===== config.mk =====
export PLATFORM = sky130hd
export DESIGN_NAME = fetch_control_unit_flat
export DESIGN_NICKNAME = d
export VERILOG_FILES = /design/src/rtl/fetch_control_unit_pkg.sv /design/src/rtl/fetch_control_unit_if.sv /design/src/rtl/fetch_control_unit_pc_counter.sv /design/src/rtl/fetch_control_unit.sv /design/src/flat_wrapper.sv
export SDC_FILE = /design/constraint.sdc
export NUM_CORES = 1
export LEC_CHECK = 0
export ABC_AREA = 1
export CAP_MARGIN = 25
export CORE_ASPECT_RATIO = 0.5
export CORE_UTILIZATION = 34
export DETAILED_ROUTE_END_ITERATION = 7
export SETUP_SLACK_MARGIN = 0.02
export SYNTH_ARGS = -nofsm -noshare
export SYNTH_HDL_FRONTEND = slang
export SYNTH_SLANG_ARGS = --single-unit

===== constraint.sdc =====
create_clock -name clk -period 2.57 [get_ports clk]
set_input_delay 0.514 -clock clk [delete_from_list [all_inputs] [get_ports clk]]
set_output_delay 0.514 -clock clk [all_outputs]
set_load 0.005 [all_outputs]

===== src/rtl/fetch_control_unit_pkg.sv =====
// Shared MIPS-lite constants: opcodes, NOP, PC width and fetch FSM encodings.
// Also imported by the stall control block, so existing values must stay fixed.
package mips_pkg;
  localparam int PC_W = 8;

  typedef logic [PC_W-1:0] pc_t;
  typedef logic [31:0]     instr_t;

  localparam logic [5:0] OP_HLT = 6'b010001;
  localparam logic [5:0] OP_LD  = 6'b010100;
  localparam logic [5:0] OP_JMP = 6'b011110;
  localparam instr_t     NOP    = 32'h0000_0000;

  localparam logic [1:0] ST_RUN  = 2'd0;
  localparam logic [1:0] ST_HOLD = 2'd1;
  localparam logic [1:0] ST_HALT = 2'd2;

  function automatic logic is_op(input instr_t instr, input logic [5:0] op);
    return instr[31:26] == op;
  endfunction
endpackage


===== src/rtl/fetch_control_unit_if.sv =====
// Fetch-stage bundle: stall/jump controls and program memory data in; pc, ir and status out.
interface fetch_control_unit_if;
  import mips_pkg::*;

  logic   stall;
  logic   stall_pm;
  logic   jump_en;
  pc_t    jump_addr;
  instr_t instr_in;
  pc_t    pc;
  instr_t ir;
  logic   ir_valid;
  logic   halted;

  modport master (
    output stall, stall_pm, jump_en, jump_addr, instr_in,
    input  pc, ir, ir_valid, halted
  );

  modport slave (
    input  stall, stall_pm, jump_en, jump_addr, instr_in,
    output pc, ir, ir_valid, halted
  );
endinterface


===== src/rtl/fetch_control_unit_pc_counter.sv =====
// Program counter register: load beats increment, otherwise holds; wraps modulo 256.
// One-cycle update, no backpressure of its own.
module pc_counter
  import mips_pkg::*;
(
  input  logic clk,
  input  logic reset,
  input  logic load,
  input  logic inc,
  input  pc_t  load_val,
  output pc_t  pc
);
  always_ff @(posedge clk or negedge reset) begin
    if (!reset)    pc <= '0;
    else if (load) pc <= load_val;
    else if (inc)  pc <= pc + pc_t'(1);
  end
endmodule


===== src/rtl/fetch_control_unit.sv =====
// Fetch stage: RUN/HOLD/HALT FSM driving pc, ir and a one-entry replay register; ir lags pc by one cycle.
// stall freezes pc and injects bubbles, stall_pm replays the last fetch, jump_en overrides both.
module fetch_control_unit
  import mips_pkg::*;
(
  input logic                 clk,
  input logic                 reset,
  fetch_control_unit_if.slave bus
);
  logic [1:0] state, state_nxt;
  instr_t     replay, replay_nxt, ir_nxt;
  logic       vld_nxt, pc_load, pc_inc, hlt_retire;

  assign hlt_retire = bus.ir_valid && is_op(bus.ir, OP_HLT);

  // HLT retiring from ir takes priority over everything, including a same-cycle jump.
  always_comb begin
    state_nxt  = state;
    replay_nxt = replay;
    ir_nxt     = NOP;
    vld_nxt    = 1'b0;
    pc_load    = 1'b0;
    pc_inc     = 1'b0;
    if (state == ST_HALT || hlt_retire) begin
      state_nxt = ST_HALT;
    end else if (bus.jump_en) begin
      state_nxt = ST_RUN;
      pc_load   = 1'b1;
    end else if (bus.stall) begin
      state_nxt = ST_HOLD;
    end else begin
      state_nxt = ST_RUN;
      vld_nxt   = 1'b1;
      if (bus.stall_pm) begin
        // Replay from RUN re-presents the old word without advancing; leaving HOLD still advances.
        ir_nxt = replay;
        pc_inc = (state == ST_HOLD);
      end else begin
        ir_nxt     = bus.instr_in;
        replay_nxt = bus.instr_in;
        pc_inc     = 1'b1;
      end
    end
  end

  pc_counter u_pc_counter (
    .clk      (clk),
    .reset    (reset),
    .load     (pc_load),
    .inc      (pc_inc),
    .load_val (bus.jump_addr),
    .pc       (bus.pc)
  );

  always_ff @(posedge clk or negedge reset) begin
    if (!reset) begin
      state        <= ST_RUN;
      bus.ir       <= NOP;
      bus.ir_valid <= 1'b0;
      bus.halted   <= 1'b0;
      replay       <= NOP;
    end else begin
      state        <= state_nxt;
      bus.ir       <= ir_nxt;
      bus.ir_valid <= vld_nxt;
      bus.halted   <= (state_nxt == ST_HALT);
      replay       <= replay_nxt;
    end
  end
endmodule


===== src/flat_wrapper.sv =====
// flat-port wrapper written by rule: the top's interface ports become plain ports
module fetch_control_unit_flat import mips_pkg::*;
  (clk, reset, bus_stall, bus_stall_pm, bus_jump_en, bus_jump_addr, bus_instr_in, bus_pc, bus_ir, bus_ir_valid, bus_halted);
  fetch_control_unit_if bus_i ();
  input logic clk;
  input logic reset;
  input wire logic [$bits(bus_i.stall)-1:0] bus_stall;
  input wire logic [$bits(bus_i.stall_pm)-1:0] bus_stall_pm;
  input wire logic [$bits(bus_i.jump_en)-1:0] bus_jump_en;
  input wire logic [$bits(bus_i.jump_addr)-1:0] bus_jump_addr;
  input wire logic [$bits(bus_i.instr_in)-1:0] bus_instr_in;
  output wire logic [$bits(bus_i.pc)-1:0] bus_pc;
  output wire logic [$bits(bus_i.ir)-1:0] bus_ir;
  output wire logic [$bits(bus_i.ir_valid)-1:0] bus_ir_valid;
  output wire logic [$bits(bus_i.halted)-1:0] bus_halted;
  assign bus_i.stall = bus_stall;
  assign bus_i.stall_pm = bus_stall_pm;
  assign bus_i.jump_en = bus_jump_en;
  assign bus_i.jump_addr = bus_jump_addr;
  assign bus_i.instr_in = bus_instr_in;
  assign bus_pc = bus_i.pc;
  assign bus_ir = bus_i.ir;
  assign bus_ir_valid = bus_i.ir_valid;
  assign bus_halted = bus_i.halted;
  fetch_control_unit u_core (.clk(clk), .reset(reset), .bus(bus_i));
endmodule

# Yosys cells after proc, flatten, opt, wreduce, memory -nomap -nowiden
# Cells that the tools add are included.
[classes]
muxes = 18
n_reduce_logical = 4
addsub = 1
n_bitwise = 3
eq_ne = 4
[op_table]
columns = ["cell", "count"]
rows = [
  ["$mux W32", 4],
  ["$mux W8", 2],
  ["$mux W1", 10],
  ["$add A8 B1 Y8 const B", 1],
  ["$eq A6 B5 Y1 const B", 1],
  ["$eq A2 B2 Y1 const B", 2],
  ["$mux W2", 2],
  ["$not A1 Y1", 3],
  ["$reduce_and A3 Y1", 1],
  ["$eq A2 B1 Y1 const B", 1],
  ["$reduce_bool A2 Y1", 1],
  ["$logic_and A1 B1 Y1", 1],
  ["$logic_or A1 B1 Y1", 1],
]
[word_totals]
register_bits = 76
out_inout_bits = 42
inputBits = 45
wordCells = 36

# Longest topological paths before layout
[logic_depth]
word_depth = 7
depth_mapped = 10

# Cells and area by module
# Synthesis repeated with hierarchy kept, for this count alone.
[unflattened]
hier_cells = 397
area_unflattened_um2 = 3355.7
[modules_own_cells]
columns = ["mod", "cells_per_inst", "area_per_inst_um2", "seq_area_each_um2", "instances"]
rows = [
  ["fetch_control_unit", 335, 2856.5, 1701.6, 1],
  ["pc_counter", 62, 499.2, 200.2, 1],
]

# Worst setup path before layout
# Ideal clock, no wire load.
[synth_timing]
path_kind = "input-to-reg"
startpoint = "input port bus_stall_pm"
endpoint = "register u_core.replay[10]"
cell_stages = 4
path_slack_ns = 1.277
arrival_time_ns = 1.163
n_path_buf = 2
setup_ns = 0.130
path_cell_list = "buf_2 > buf_4 > mux2i_1 > o21ai_0"
[synth_via]
elab_chain_len = 1
[synth_rtl]
columns = ["element", "line_no", "rtl"]
rows = [
  ["from (decl)", "flat_wrapper.sv:8", "input wire logic [$bits(bus_i.stall_pm)-1:0] bus_stall_pm;"],
  ["$mux W32", "--", ""],
  ["to (signal assigned)", "fetch_control_unit.sv:67", "replay <= replay_nxt;"],
  ["to (decl)", "fetch_control_unit.sv:11", "instr_t replay, replay_nxt, ir_nxt;"],
]
# Every way passes these cells.
# A chain may end at the register's enable or synchronous reset.

# Worst setup path after layout
[layout_timing]
startpoint = "register u_core.u_pc_counter.pc[2]"
endpoint = "output port bus_pc[2]"
[layout_lines]
columns = ["element", "line_no", "rtl"]
rows = [
  ["from (decl)", "fetch_control_unit_pc_counter.sv:11", "output pc_t pc"],
  ["from (signal assigned)", "fetch_control_unit_pc_counter.sv:15", "else if (load) pc <= load_val;"],
  ["from (signal assigned)", "fetch_control_unit_pc_counter.sv:16", "else if (inc) pc <= pc + pc_t'(1);"],
  ["to (decl)", "flat_wrapper.sv:12", "output wire logic [$bits(bus_i.pc)-1:0] bus_pc;"],
]
# No word-level cell between the ends.

==> results_dict.tcl <==
set metrics [dict create \
    status "finished, final reports clean" \
    boundaryPins 87 \
    wl_per_cell_um 12.58 \
    gr-total-overflow 0 \
    antenna_found_initial 0 \
    crit_fanout 7 \
    final_area_sq_um 4433 \
    syn_inst 322 \
    num_rows 24 \
    path_class "register to output port" \
    start_kind "register" \
    insertion_delay_ns 0.33 \
    yosysTopAreaCell "dfrtp_1" \
    path_cells "clkdlybuf4s50_1" \
    dieArea_sq_um 9878 \
    wl_mm 6.631 \
    vdd_drop_max_mv 0.3732 \
    yosys_warnings 0 \
    grt_usage_pct 14.64 \
    synthTopCellsByCount "nand2_1, dfrtp_1, nor2_1" \
    synth_top_area_share_pct 59.12 \
    synth_nets 368 \
    yosysSeqAreaShare_pct 59.12 \
    grt_pass1_wl_mm 11.30 \
    worstHoldPathCells 2 \
    min_period_ns 1.851 \
    synth.distinct_cells 24 \
    clkSinkCount 76 \
    critPathCaptureType "output port" \
    grt_start_max_net_pins 98 \
    synthTopCellsByArea "dfrtp_1, nand2_1, mux2i_1" \
    routed_via_density 4.564 \
    finalHoldViolCount 0 \
    first_pass_iters 4 \
    grt_pass1_vias 2422 \
    postCtsResizedCells 0 \
    slew_viol_final 0 \
    fp.coreArea_sq_um 8949 \
    fin_nets 453 \
    critPathSlowestCell "clkdlybuf4s50_1" \
    regToRegSetupSlack_ns 1.00 \
    synth_edf_count 0 \
    clockRootBuffer "clkbuf_16" \
    hold_start "u_core.replay[21]" \
    slew_headroom_pct 62.87 \
    gp_congestion 0.7954 \
    finalSetupTns_ns 0 \
    synth.most_common_cell "nand2_1" \
    port-buffer-count 86 \
    vias 2405 \
    clk_pin_slew_ns 0.05 \
    p_leak_nw 2.114 \
    antenna_left 0 \
    syn_area_sq_um 3217 \
    max_cap_viol_count 0 \
    clock.fmax_ghz 0.5403 \
    die_w_um 139.6 \
    setup_viol 0 \
    finalCritPeriodShare_pct 72.01 \
    n_antenna_cell 0 \
    async_flop_share_pct 100.0 \
    cts_tree "yes" \
    finalClockSkew_ns 0.002908 \
    hold_class "register to register" \
    r2r-start "u_core.bus.ir[31]" \
    rsz0062_at_grt "no" \
    worstRegToRegCells 7 \
    cts_max_path_buffers 2 \
    hpwl_mm 4.567 \
    drt_iter0_markers 119 \
    cp.arrival_ns 1.34 \
    power.density_nw_per_um2 671.8 \
    cp_data_required_time_ns 2.06 \
    yosys_register_bits 76 \
    path_buf_inv 1 \
    timing.rr.end "u_core.replay[17]" \
    synth_ff_type "dfrtp_1" \
    min_to "u_core.replay[21]" \
    die_h_um 70.78 \
    area_delta_synth_final_pct 37.81 \
    drc 0 \
    htree_levels 3 \
    cp_top_family "buffers and inverters" \
    worst_pin_slew_ns 0.5569 \
    cts_buffers 9 \
    initial_core_util_pct 35.95 \
    drive_gt1_share_pct 6.098 \
    max_stage_delay_ns 0.54 \
    syn_avg_cell_area_sq_um 9.990 \
    place_area_sq_um 4138 \
]
through the flow:
step,setup slack [ns],std cells,utilization (%),hold WS (ns),power (mW)
after floorplan,1.277,322,-,0.2184,1.657
after global placement,0.7754,511,46.24,0.4668,1.882
after detailed placement,0.7315,511,46.24,0.4728,1.903
after CTS,0.6952,525,49.12,0.3711,3.020
after global routing,0.6382,527,49.54,0.5020,3.158
final,0.7193,527,49.54,0.4802,2.978
where the power goes:
group	switching, mW	total [mW]	internal (mW)
Combinational	0.212	0.466	0.254
Sequential	0.0860	1.42	1.33
Clock	0.433	1.10	0.663
placed cells by master, fill, tap and decap left out, types with 3 or more instances in the layout:
cell,Yosys,routed
dfrtp_1,76,76
buf_4,5,3
inv_1,10,10
nor2_1,38,38
clkbuf_16,0,9
nand4_1,8,8
nand2_1,92,92
clkdlybuf4s50_1,0,84
mux2i_1,32,32
clkinv_2,0,3
o21ai_0,33,33
layout make-up:
cell class,instances,area [sq um]
clock buffer,11,242.7
multi-input combinational,218,1160
fill,837,4516
sequential,76,1902
clock inverter,3,15.01
tap,117,146.4
timing repair buffer,91,925.9
inverter,11,41.29
sequential cells by signal, summed over array words and instances (netlist names):
| name | flops |
|---|---|
| u_core.bus.ir | 32 |
| u_core.state | 2 |
| u_core.bus.halted | 1 |
| u_core.replay | 32 |
| u_core.u_pc_counter.pc | 8 |
| u_core.bus.ir_valid | 1 |
cells by family (layout without fill, tap and decap cells):
kind of cell / Yosys count / in the layout / synth area share, %
AOI/OAI and AO/OA: 36 / 36 / 5.834
xor gates and xnor gates: 3 / 3 / 0.8170
adders and majority gates: 1 / 1 / 0.3889
buffers and inverters: 28 / 116 / 4.823
DFF: 76 / 76 / 59.12
muxes: 32 / 32 / 9.957
and+or+nand+nor: 146 / 146 / 19.06
worst max path at each step:
stage / slack (ns) / to / from / cells after the start
2_1_floorplan: 1.28 / u_core.replay[10] / bus_stall_pm / 4
3_3_place_gp: 0.78 / u_core.replay[6] / bus_jump_en / 5
3_5_place_dp: 0.73 / u_core.replay[18] / bus_jump_en / 5
4_1_cts: 0.70 / bus_pc[2] / u_core.u_pc_counter.pc[2] / 1
5_1_grt: 0.64 / bus_pc[2] / u_core.u_pc_counter.pc[2] / 1
6_report: 0.72 / bus_pc[2] / u_core.u_pc_counter.pc[2] / 1
layer usage:
layer | global-route usage [%] | wire [um]
met1 | 16.58 | 2840
met2 | 26.19 | 3333
met3 | 5.416 | 386
met4 | 4.396 | 70
met5 | 0 | 0
repair_timing:
item                      4_1_cts  5_1_grt
hold endpoints to repair        0        1
setup buffers                   0        0
hold buffers                    0        1
(Power assumes the default switching activity.)
